## src/rtl/red_pitaya_guitar_dac_out.sv

```systemverilog
// Output conditioning ahead of the DAC: gain, click-free mute fade, saturation to 14 bits.
// Define RP_GUITAR_DAC_OFFSET_BIN_EN for an offset-binary DAC word (midscale reset value).
module red_pitaya_guitar_dac_out #(
    parameter int GAIN_FRAC = 8,
    parameter int ENV_W     = 10,
    parameter int RAMP_STEP = 1
) (
    input  logic        clk_i,
    input  logic        rst_i,
    input  logic [15:0] sample_i,
    input  logic        sample_valid_i,
    input  logic [15:0] gain_i,
    input  logic        mute_i,
    output logic [13:0] dac_o,
    output logic        dac_valid_o,
    output logic        clip_o,
    output logic        muted_o
);

    localparam int P1_W = 33;
    localparam int G_W  = P1_W - GAIN_FRAC;
    localparam int P2_W = G_W + ENV_W + 2;
    localparam int E_W  = P2_W - ENV_W;

    localparam logic [ENV_W:0] ENV_MAX = {1'b1, {ENV_W{1'b0}}};
    localparam logic [ENV_W:0] STEP    = (ENV_W + 1)'(RAMP_STEP);

`ifdef RP_GUITAR_DAC_OFFSET_BIN_EN
    localparam logic [13:0] DAC_RST = 14'h2000;
`else
    localparam logic [13:0] DAC_RST = 14'h0000;
`endif

    typedef enum logic [1:0] {
        ST_MUTED,
        ST_FADE_IN,
        ST_ACTIVE,
        ST_FADE_OUT
    } state_t;

    state_t                 state_q;
    logic [ENV_W:0]         env_q;
    logic                   muted_q;

    logic [ENV_W+1:0]       env_sum;
    logic [ENV_W:0]         env_up;
    logic [ENV_W:0]         env_dn;
    logic                   go_up;
    logic                   go_dn;

    // Saturating envelope steps in both directions
    assign env_sum = {1'b0, env_q} + {1'b0, STEP};
    assign env_up  = (env_sum >= {1'b0, ENV_MAX}) ? ENV_MAX : env_sum[ENV_W:0];
    assign env_dn  = (env_q > STEP) ? (env_q - STEP) : '0;

    always_comb begin
        go_up = 1'b0;
        go_dn = 1'b0;
        case (state_q)
            ST_MUTED: go_up = !mute_i;
            ST_FADE_IN, ST_FADE_OUT: begin
                go_up = !mute_i;
                go_dn = mute_i;
            end
            ST_ACTIVE: go_dn = mute_i;
            default: begin
                go_up = 1'b0;
                go_dn = 1'b0;
            end
        endcase
    end

    // A mute reversal on the boundary cycle redirects the ramp, so ACTIVE/MUTED
    // are only entered when the step was taken in their own direction.
    always_ff @(posedge clk_i) begin
        if (rst_i) begin
            state_q <= ST_MUTED;
            env_q   <= '0;
            muted_q <= 1'b1;
        end else if (go_up) begin
            if (sample_valid_i) begin
                env_q <= env_up;
            end
            if (sample_valid_i && (env_up == ENV_MAX)) begin
                state_q <= ST_ACTIVE;
            end else begin
                state_q <= ST_FADE_IN;
            end
            muted_q <= 1'b0;
        end else if (go_dn) begin
            if (sample_valid_i) begin
                env_q <= env_dn;
            end
            if (sample_valid_i && (env_dn == '0)) begin
                state_q <= ST_MUTED;
                muted_q <= 1'b1;
            end else begin
                state_q <= ST_FADE_OUT;
                muted_q <= 1'b0;
            end
        end
    end

    logic signed [P1_W-1:0] prod1;
    logic signed [G_W-1:0]  g_d;
    logic signed [G_W-1:0]  g1_q;
    logic [ENV_W:0]         env1_q;
    logic                   v1_q;

    assign prod1 = P1_W'($signed(sample_i)) * P1_W'($signed({1'b0, gain_i}));
    assign g_d   = prod1[P1_W-1:GAIN_FRAC];

    // S1 latches the envelope in force before this sample's own step
    always_ff @(posedge clk_i) begin
        if (rst_i) begin
            g1_q   <= '0;
            env1_q <= '0;
            v1_q   <= 1'b0;
        end else begin
            g1_q   <= g_d;
            env1_q <= env_q;
            v1_q   <= sample_valid_i;
        end
    end

    logic signed [P2_W-1:0] prod2;
    logic signed [E_W-1:0]  e_d;
    logic signed [E_W-1:0]  e2_q;
    logic                   v2_q;

    assign prod2 = P2_W'(g1_q) * P2_W'($signed({1'b0, env1_q}));
    assign e_d   = prod2[P2_W-1:ENV_W];

    always_ff @(posedge clk_i) begin
        if (rst_i) begin
            e2_q <= '0;
            v2_q <= 1'b0;
        end else begin
            e2_q <= e_d;
            v2_q <= v1_q;
        end
    end

    logic        pos_ovf;
    logic        neg_ovf;
    logic [15:0] s16;
    logic [13:0] dac_word;

    assign pos_ovf = !e2_q[E_W-1] && (|e2_q[E_W-2:15]);
    assign neg_ovf = e2_q[E_W-1] && !(&e2_q[E_W-2:15]);
    assign s16     = pos_ovf ? 16'h7FFF : (neg_ovf ? 16'h8000 : e2_q[15:0]);

`ifdef RP_GUITAR_DAC_OFFSET_BIN_EN
    assign dac_word = {~s16[15], s16[14:2]};
`else
    assign dac_word = s16[15:2];
`endif

    logic [13:0] dac_q;
    logic        clip_q;
    logic        vld_q;

    always_ff @(posedge clk_i) begin
        if (rst_i) begin
            dac_q  <= DAC_RST;
            clip_q <= 1'b0;
            vld_q  <= 1'b0;
        end else begin
            vld_q <= v2_q;
            if (v2_q) begin
                dac_q  <= dac_word;
                clip_q <= pos_ovf | neg_ovf;
            end
        end
    end

    logic unused_ok;
    assign unused_ok = ^{prod1[GAIN_FRAC-1:0], prod2[ENV_W-1:0], s16[1:0]};

    assign dac_o       = dac_q;
    assign dac_valid_o = vld_q;
    assign clip_o      = clip_q;
    assign muted_o     = muted_q;

endmodule

```

## config.mk

```make
export PLATFORM = sky130hd
export DESIGN_NAME = red_pitaya_guitar_dac_out
export DESIGN_NICKNAME = d
export VERILOG_FILES = /design/src/rtl/red_pitaya_guitar_dac_out.sv
export SDC_FILE = /design/constraint.sdc
export NUM_CORES = 1
export LEC_CHECK = 0
export BUFFER_PORTS_ARGS = -buffer_cell sky130_fd_sc_hd__buf_2
export CORE_MARGIN = 2
export CORE_UTILIZATION = 35
export CTS_CLUSTER_DIAMETER = 120
export DETAILED_ROUTE_END_ITERATION = 8
export HOLD_SLACK_MARGIN = 0.1
export SLEW_MARGIN = 20
export SYNTH_ARGS = -nofsm -noshare
export SYNTH_HDL_FRONTEND = slang
export SYNTH_SLANG_ARGS = --single-unit
```

## constraint.sdc

```tcl
create_clock -name clk_i -period 6.3 [get_ports clk_i]
set_input_delay 0.315 -clock clk_i [delete_from_list [all_inputs] [get_ports clk_i]]
set_output_delay 0.315 -clock clk_i [all_outputs]
set_load 0.01 [all_outputs]
```

==> run metrics, run 1 <==
worst slew pin tran=1040 ps; Hold Crit Class=in -> reg; Syn Area/Cell=~8.8 um2; Final Hold Vio Count=0; layout cells sized above 1=~6.0%; P_int=about 4.3 mW; CP Class=in -> reg; most numerous cell in the Yosys netlist=inv_1; Post-Syn Instances=2439; most used cell, CP=fa_1; period utilisation layout=around 93%; Worst Setup Start Kind=input port; max cap viols=0; Buf/Inv on CP=4; DR vias=~16000; Setup Buffers After CTS=0; ys async rst share=0%; GPL Wtd Cong=around 0.87; Sequential Area=1860 um2; Final setup viols=0; Clock power frac=approximately 6.6%; Critical Path Sink Type=flip-flop; Filler Cell Count=between 6000 and 7000; total chip power=roughly 8.9 mW; sequential element share of the synthesized area=8.71%; Slew Viols, Final=0; Worst Skew=around 13 ps; DR pass1 iterations=5; Synth top area share=roughly two fifths; Net Count, Synth=between 3000 and 4000; Die Footprint=63100 um2; GR Overflow Total=0; Worst VDD drop=about 0.35 mV; Pleak=about 11 nW; first-pass GRT wire length=around 85 mm; Max Fanout on Critical Path=14; slack of the worst reg-to-reg path=420 ps; CTS Buffer Depth=2; post-DP HPWL=41.9 mm; GRT Overall Usage=between 10% and 20%; top post-synthesis cells by count=inv_1 (530), fa_1 (434), nand2_1 (341); Worst-path clk slew=roughly 80 ps; Final Util=around two fifths; antenna viol nets, final=0; Post-synth EDFFs=0; data arrival time of the worst path=6150 ps; CTS Hold Buffers Added=0; fin crit period=a little under 6000 ps; H-tree level count=3; Slew HR=between 30% and 40%; slowest cell on the critical path=fa_1; Final #Nets=approximately 3100; area occupied by multi-input gates=roughly 17000 um2; area grow syn2layout=7.51%; antenna violations before repair=0; Sw Share=between 50% and 60%; data required time of the worst path=approximately 6600 ps; Synth Flop Type=dfxtp_1; switching pwr=4.69 mW; port bufs=52; routed vias/inst=~4.8; Die Y=251 um; DR iter-0 viols=936; outcome=finished clean; clk_lat worst skew=370 ps; # diodes=0; DRC violation count after routing=0; vias in the first global route=approximately 17000; P per Cell Area=389 nW/um2; CTS tree=done; Synth area leader=fa_1; Netlist cell types=73; synth top area cells=fa_1 (41%), ha_1 (12%), inv_1 (9.3%); Max Freq=0.170 GHz; Logic pwr share=81.1%; Post-Route Setup TNS=0 ps; share of power burned in registers=approximately 12%; clock sinks=93; largest net degree at the start of global routing=93; Synth Register Bits=93; drt total wl=about 50 mm; Syn Std Cell Area=21400 um2; Resize count post-CTS=0; num rows=90; RSZ-0062 raised after global routing=no; DIE WIDTH=about 250 um; CORE AREA=just over 60000 um2; Crit path max-delay family=adder cells; I/O pin total=53; CTS root buffer=clkbuf_16; synth warn=0; cts bufs inserted=9; Critical Path Max Stage Delay=~520 ps; final routed wire length divided by cell count=around 15 um; CP Cell Sequence=buf_2 > nand2_1 > fa_1 > fa_1 > fa_1 > inv_1 > fa_1 > fa_1 > inv_1 > fa_1 > inv_1 > ha_1 > a211o_1 > or2_4 > a221oi_4 > o41ai_4 > a31o_4 > a31o_1 > a21o_1 > mux2_4; Starting Density=35.4%
-- state kept, by name, summed over array words and instances, names as in the netlist --
name / cells
g1_q: 25
dac_o: 14
state_q: 2
v2_q: 1
e2_q: 25
v1_q: 1
clip_o: 1
muted_o: 1
env_q: 11
env1_q: 11
dac_valid_o: 1
-- final timing paths --
| check | from | to | cells after the start |
|---|---|---|---|
| setup / recovery | sample_i[2] | g1_q[24] | 20 |
| setup reg to reg | env1_q[0] | e2_q[24] | 17 |
| hold / removal | sample_valid_i | state_q[0] | 2 |
| hold reg to reg | v1_q | v2_q | 1 |
-- final cells by class --
| type | count | area share, % |
|---|---|---|
| Clock buffer | 9 | 0.980 |
| Clock inverter | 7 | 0.381 |
| Inverter | 531 | 8.67 |
| Multi-Input combinational cell | 1704 | 74.5 |
| Sequential cell | 93 | 8.10 |
| Tap cell | 782 | 4.26 |
| Timing Repair Buffer | 114 | 3.16 |
-- placed cells by master, fill, tap and decap left out, types with 6 or more instances in the layout --
cell type,instances
a211oi_1,11
a21o_1,31
a21oi_1,66
a31oi_1,7
and2_1,210
and3_1,16
buf_2,52
buf_4,62
clkbuf_16,9
dfxtp_1,93
fa_1,434
ha_1,198
inv_1,530
nand2_1,341
nand2b_1,23
nand3_1,18
nand4_1,10
nor2_1,91
nor2b_1,19
nor3_1,16
o211ai_1,17
o21a_1,6
o21ai_0,26
o21ai_1,11
o21bai_1,8
xnor2_1,34
xor2_1,28
-- routing by layer --
layer	share of wire, %	wire, um	global-route usage [%]	vias up
met5	0	0	0	-
met4	1.5	745	3.59	0
met3	4.6	2280	2.35	58
met2	48	23900	28.5	340
met1	46	23200	21.7	7879
li1	-	-	-	7393
-- worst register-to-register path, stage by stage (launching register included) --
cell and delay (ps):
dfxtp_1 1010, nand2_1 220, fa_1 580, inv_1 50
fa_1 480, fa_1 560, inv_1 50, fa_1 480
inv_1 50, ha_1 280, and3_1 180, a221o_1 370
a2bb2oi_1 260, o21ai_1 210, a211oi_1 540, o41ai_1 190
xnor2_1 160, nor2_1 60
-- cells by family (layout without fill, tap and decap cells) --
| group | Yosys count | in the layout | synth area share (%) |
|---|---|---|---|
| xor+xnor | 62 | 62 | 2.54 |
| simple gates | 768 | 768 | 17.3 |
| fa+ha+maj | 632 | 632 | 52.2 |
| buf+inv | 642 | 661 | 11.3 |
| flops | 93 | 93 | 8.71 |
| compound gates | 238 | 238 | 7.70 |
| mux | 4 | 4 | 0.217 |
-- power by group through the flow --
stage          Clock, mW  Sequential, mW  Combinational, mW
3_3_place_gp           0            1.11               7.09
5_1_grt            0.631            1.13               8.32
3_5_place_dp           0            1.11               7.25
4_1_cts            0.611            1.09               7.30
2_1_floorplan          0           0.885               5.69
6_report           0.594            1.10               7.25
-- stage by stage --
step | area (um2) | hold slack (ps) | worst slack [ps] | std cells
5_1_grt | 23000 | 228 | 113 | 3240
3_3_place_gp | 22700 | 426 | 77.3 | 3224
3_5_place_dp | 22700 | 425 | 2.04 | 3224
6_report | 23000 | 227 | 415 | 3240
2_1_floorplan | 21400 | 414 | 169 | 2439
4_1_cts | 23000 | 216 | 306 | 3240
(Power assumes the default switching activity.)
==> inputs of run 2 (changes only) <==
Settings changed: PLACE_DENSITY from default to 0.59.
==> run 2 against run 1 <==
  * Global-route usage grew 0.23 points
  * First-iteration DRC count shrank 17%
  * Register-to-register slack is essentially flat
  * Via count grew 0.31%
  * Routed wire length grew 0.30%
  * Critical endpoint unchanged
==> run metrics, run 2 (same netlist as run 1, synthesis figures left out) <==
CTS root buffer=clkbuf_16 (unchanged); Slew HR=26.2% (was 30.6%); slowest cell on the critical path=fa_1 (unchanged); P per Cell Area=388 nW/um2 (was 389 nW/um2); Clock power frac=6.5% (was 6.6%); CP Class=in -> reg (unchanged); data arrival time of the worst path=6140 ps (was 6150 ps); CORE AREA=60400 um2 (unchanged); DR vias=15700 (about the same); Die Footprint=63100 um2 (unchanged); Starting Density=35.4% (unchanged); Post-Route Setup TNS=0 ps (unchanged); Critical Path Sink Type=flip-flop (unchanged); non-filler cells, final=3239 (was 3240); max cap viols=0 (unchanged); worst slew pin tran=1100 ps (was 1040 ps); CTS tree=done (unchanged); Max Freq=0.170 GHz (about the same); CTS Buffer Depth=2 (unchanged); clk_lat worst skew=360 ps (was 370 ps); total chip power=8.92 mW (was 8.94 mW); share of power burned in registers=12.4% (was 12.3%); Setup Buffers After CTS=0 (unchanged); # diodes=0 (unchanged); final routed wire length divided by cell count=15.5 um (about the same); vias in the first global route=17500 (was 17100); drt total wl=50.3 mm (was 50.1 mm); P_int=4.24 mW (was 4.25 mW); Slew Viols, Final=0 (unchanged); CTS Hold Buffers Added=0 (unchanged); outcome=finished clean (unchanged); antenna viol nets, final=0 (unchanged); antenna violations before repair=0 (unchanged); port bufs=52 (unchanged); placed instance count=3223 (was 3224); H-tree level count=3 (unchanged); commonest non-fill, non-tap cell in the layout=inv_1 (unchanged); Filler Cell Count=6156 (was 6144); slack of the worst reg-to-reg path=420 ps (about the same); Sw Share=52.4% (about the same); Final Hold Vio Count=0 (unchanged); GRT Overall Usage=16.6% (was 16.4%); period utilisation layout=93.3% (was 93.4%); GR Overflow Total=0 (unchanged); largest net degree at the start of global routing=93 (unchanged); DIE WIDTH=251 um (unchanged); Final setup viols=0 (unchanged); area grow syn2layout=7.42% (was 7.51%); Max Fanout on Critical Path=14 (unchanged); num rows=90 (unchanged); Worst VDD drop=0.354 mV (was 0.345 mV); Hold Crit Class=in -> reg (unchanged); switching pwr=4.68 mW (was 4.69 mW); clock sinks=93 (unchanged); RSZ-0062 raised after global routing=no (unchanged); WHS=240 ps (was 227 ps); post-DP HPWL=42.1 mm (was 41.9 mm); DR iter-0 viols=774 (was 936); Die Y=251 um (unchanged); first-pass GRT wire length=86.3 mm (was 85.1 mm); routed vias/inst=4.85 (was 4.84); Logic pwr share=81.1% (about the same); most used cell, CP=fa_1 (unchanged); Worst-path clk slew=80 ps (about the same); cts bufs inserted=9 (unchanged); Final #Nets=3120 (was 3121); most frequent cells in the layout=inv_1 (530), fa_1 (434), nand2_1 (341), and2_1 (210), ha_1 (198) (unchanged); Resize count post-CTS=0 (unchanged); DRC violation count after routing=0 (unchanged); I/O pin total=53 (unchanged); Worst Skew=8.45 ps (was 13.0 ps); data required time of the worst path=6560 ps (was 6570 ps); DR pass1 iterations=5 (unchanged); fin crit period=5880 ps (was 5890 ps); Critical Path Max Stage Delay=520 ps (about the same); Worst Setup Start Kind=input port (unchanged); CP Cell Sequence=buf_2 > nand2_1 > fa_1 > fa_1 > fa_1 > inv_1 > fa_1 > fa_1 > inv_1 > fa_1 > inv_1 > ha_1 > a211o_1 > or2_4 > a221oi_4 > o41ai_4 > a31o_4 > a31o_1 > a21o_1 > mux2_4 (unchanged); GPL Wtd Cong=0.849 (was 0.868); layout cells sized above 1=5.90% (was 5.98%); Pleak=11.4 nW (about the same)
## run 2: cell count changes in the layout (fill, tap and decap cells not counted)
| cell | delta |
|---|---|
| buf_4 | -1 |
| clkinv_2 | +1 |
| nor3_1 | +1 |
| nor3_2 | -1 |
| inv_8 | -1 |
## run 2: final timing paths
| path | start | depth (start not counted) | to |
|---|---|---|---|
| worst max-delay path | sample_i[2] | 20 | g1_q[24] |
| worst min-delay path | sample_valid_i | 2 | state_q[0] |
| worst max register to register | env1_q[3] | 19 | e2_q[24] |
| worst min register to register | v1_q | 1 | v2_q |
## run 2: per-layer routing
| layer | track usage [%] | wire length, um |
|---|---|---|
| met5 | 0 | 0 |
| met4 | 3.35 | 566 |
| met3 | 1.55 | 1880 |
| met2 | 28.9 | 24100 |
| met1 | 22.6 | 23800 |
## run 2: area by class of cell
type | count | area, um2 | share of cell area, %
inverter | 531 | 1990 | 8.68
sequential | 93 | 1860 | 8.11
multi-input combinational | 1704 | 17100 | 74.5
timing repair buffer | 113 | 718 | 3.13
tap | 782 | 978 | 4.26
clock buffer | 9 | 225 | 0.981
clock inverter | 7 | 81.3 | 0.354
## run 2: stage by stage
stage / util (%) / instance area (um2) / setup slack (ps)
after CTS: 38.0 / 23000 / 372
final: 38.0 / 23000 / 419
after detailed placement: 37.5 / 22700 / 16.2
after global placement: 37.5 / 22700 / 56.3
after floorplan: - / 21400 / 169
after global routing: 38.0 / 23000 / 89.6
## run 2: critical path: cells and delay by family
family / cells / cell delay [ps]
adder cells (fa/ha/maj): 7 / 3290
AO/OA/AOI/OAI: 6 / 1430
buffers and inverters: 4 / 430
AND/OR/NAND/NOR: 2 / 370
multiplexers: 1 / 290
## run 2: power groups by stage
stage / clock network (mW) / logic, mW / registers, mW
after global placement: 0 / 7.12 / 1.12
after CTS: 0.598 / 7.31 / 1.10
after floorplan: 0 / 5.69 / 0.885
final: 0.578 / 7.23 / 1.11
after detailed placement: 0 / 7.27 / 1.12
after global routing: 0.620 / 8.30 / 1.14
==> inputs of run 3 (changes only) <==
Settings changed: CAP_MARGIN from default to 20, CORE_ASPECT_RATIO from default to 1.4.
==> run 3 against run 2 <==
  * Clock skew increased by 15 ps
  * Highest routed layer unchanged
  * Register-to-register slack improved by 100 ps
  * Non-clock buffer count up 1
  * Routed wire length grew 2.7%
  * Fmax down 0.40%
  * Critical path depth is the same
  * Cell count rose by 1.1%
  * Core utilization is 0.078 points lower
  * Critical endpoint unchanged
==> run metrics, run 3 (same netlist as run 1, synthesis figures left out) <==
outcome=finished clean (unchanged); period utilisation layout=93.7% (was 93.3%); most frequent cells in the layout=inv_1 (530), fa_1 (434), nand2_1 (341), and2_1 (210), ha_1 (198) (unchanged); CTS Hold Buffers Added=0 (unchanged); Critical Path Sink Type=flip-flop (unchanged); hold path startpoint=sample_valid_i (unchanged); slowest cell on the critical path=fa_1 (unchanged); Buf/Inv on CP=4 (unchanged); GRT Overall Usage=17.5% (was 16.6%); Critical Path Max Stage Delay=560 ps (was 520 ps); routed vias/inst=4.82 (was 4.85); DR iter-0 viols=628 (was 774); WHS=266 ps (was 240 ps); placed instance count=3259 (was 3223); DRC violation count after routing=0 (unchanged); DR vias=15800 (was 15700); GR Overflow Total=0 (unchanged); vias in the first global route=17800 (was 17500); cts bufs inserted=9 (unchanged); # diodes=0 (unchanged); Die Y=296 um (was 251 um); RSZ-0062 raised after global routing=no (unchanged); Worst-path clk slew=80 ps (about the same); drt total wl=51.6 mm (was 50.3 mm); DP Worst Slack=-7.72 ps (was 16.2 ps); largest net degree at the start of global routing=58 (was 93); CORE AREA=60600 um2 (was 60400 um2); Worst VDD drop=0.363 mV (was 0.354 mV); slack of the worst reg-to-reg path=520 ps (was 420 ps); Filler Cell Count=6114 (was 6156); Worst R2R Path Depth=17 (was 19); area grow syn2layout=7.71% (was 7.42%); GPL Wtd Cong=0.874 (was 0.849); CTS root buffer=clkbuf_16 (unchanged); I/O pin total=53 (unchanged); Worst Setup Start Kind=input port (unchanged); Placed Instance Area=22700 um2 (about the same); Final setup viols=0 (unchanged); clock sinks=93 (unchanged); Setup Buffers After CTS=0 (unchanged); Slew HR=27.2% (was 26.2%); Slew Viols, Final=0 (unchanged); crit path launch=sample_i[2] (unchanged); Reg-to-Reg End=e2_q[26] (was e2_q[24]); Worst Skew=23.8 ps (was 8.45 ps); Pleak=11.4 nW (about the same); CP Class=in -> reg (unchanged); Hold Crit Class=in -> reg (unchanged); Starting Density=35.3% (was 35.4%); DR pass1 iterations=7 (was 5); CTS Buffer Depth=2 (unchanged); P per Cell Area=395 nW/um2 (was 388 nW/um2); worst reg2reg path startpoint=g1_q[9] (was env1_q[3]); Resize count post-CTS=0 (unchanged); antenna violations before repair=1 (was 0); hold depth=3 (was 2); data required time of the worst path=6560 ps (about the same); non-filler cells, final=3275 (was 3239); WHS Endpoint=state_q[1] (was state_q[0]); Die Footprint=63100 um2 (about the same); CTS tree=done (unchanged); most used cell, CP=fa_1 (unchanged); Final Hold Vio Count=0 (unchanged); setup ws final=395 ps (was 419 ps); worst slew pin tran=1080 ps (was 1100 ps); commonest non-fill, non-tap cell in the layout=inv_1 (unchanged); post-DP HPWL=43.6 mm (was 42.1 mm); layout cells sized above 1=5.94% (was 5.90%); final routed wire length divided by cell count=15.8 um (was 15.5 um); H-tree level count=3 (unchanged); data arrival time of the worst path=6160 ps (was 6140 ps); num rows=107 (was 90); antenna viol nets, final=0 (unchanged); clk_lat worst skew=380 ps (was 360 ps); Max Freq=0.169 GHz (was 0.170 GHz); DIE WIDTH=213 um (was 251 um); post-route cell area=23000 um2 (about the same); Final #Nets=3121 (was 3120); Crit path max-delay family=adder cells (unchanged); Max Fanout on Critical Path=15 (was 14); port bufs=52 (unchanged); max cap viols=0 (unchanged); fin crit period=5900 ps (was 5880 ps); first-pass GRT wire length=88.4 mm (was 86.3 mm); CP Cell Sequence=buf_2 > nand2_1 > fa_1 > fa_1 > fa_1 > inv_1 > fa_1 > fa_1 > inv_1 > fa_1 > inv_1 > ha_1 > a211o_1 > or2_4 > a221oi_4 > o41ai_4 > a31o_4 > a31o_1 > a21o_1 > mux2_4 (unchanged)
[run 3: area by class of cell]
cell class                 instances  area [um2]  area share [%]
clock buffer                       9         225           0.978
clock inverter                     7        77.6           0.337
inverter                         531        1990            8.66
multi-input combinational       1704       17100            74.3
sequential                        93        1860            8.08
tap                              817        1020            4.44
timing repair buffer             114         741            3.22
[run 3: where the power goes]
group	switching [mW]	internal, mW	leakage (nW)
Clock	0.293	0.281	0.144
Combinational	4.21	3.22	10.5
Sequential	0.299	0.796	0.762
[run 3: through the flow]
step | utilization, % | power, mW | TNS [ps]
after global placement | 37.5 | 8.50 | 0
after CTS | 38.0 | 9.24 | 0
after detailed placement | 37.5 | 8.60 | -7.72
after global routing | 38.0 | 10.3 | 0
final | 38.0 | 9.10 | 0
after floorplan | - | 6.58 | 0
[run 3: worst register-to-register path, delay by kind of cell, from the launching register on]
family	cells	cell delay (ps)
adder cells (fa/ha/maj)	6	2920
AND/OR/NAND/NOR	5	1130
AO/OA/AOI/OAI	4	720
flip-flops	1	700
buffers and inverters	2	210
[run 3: metal layers]
| layer | share of wire, % | track usage, % |
|---|---|---|
| met1 | 40 | 20.1 |
| met2 | 54 | 33.8 |
| met5 | 0 | 0 |
| met4 | 3.1 | 5.83 |
| met3 | 2.7 | 1.25 |
[run 3: how the worst max path moves through the flow]
stage	end	slack (ps)	cells after the start
after global placement	g1_q[24]	60	22
after floorplan	g1_q[24]	170	22
after global routing	g1_q[18]	170	22
final	g1_q[24]	400	20
after CTS	g1_q[24]	390	20
after detailed placement	g1_q[24]	-8	21
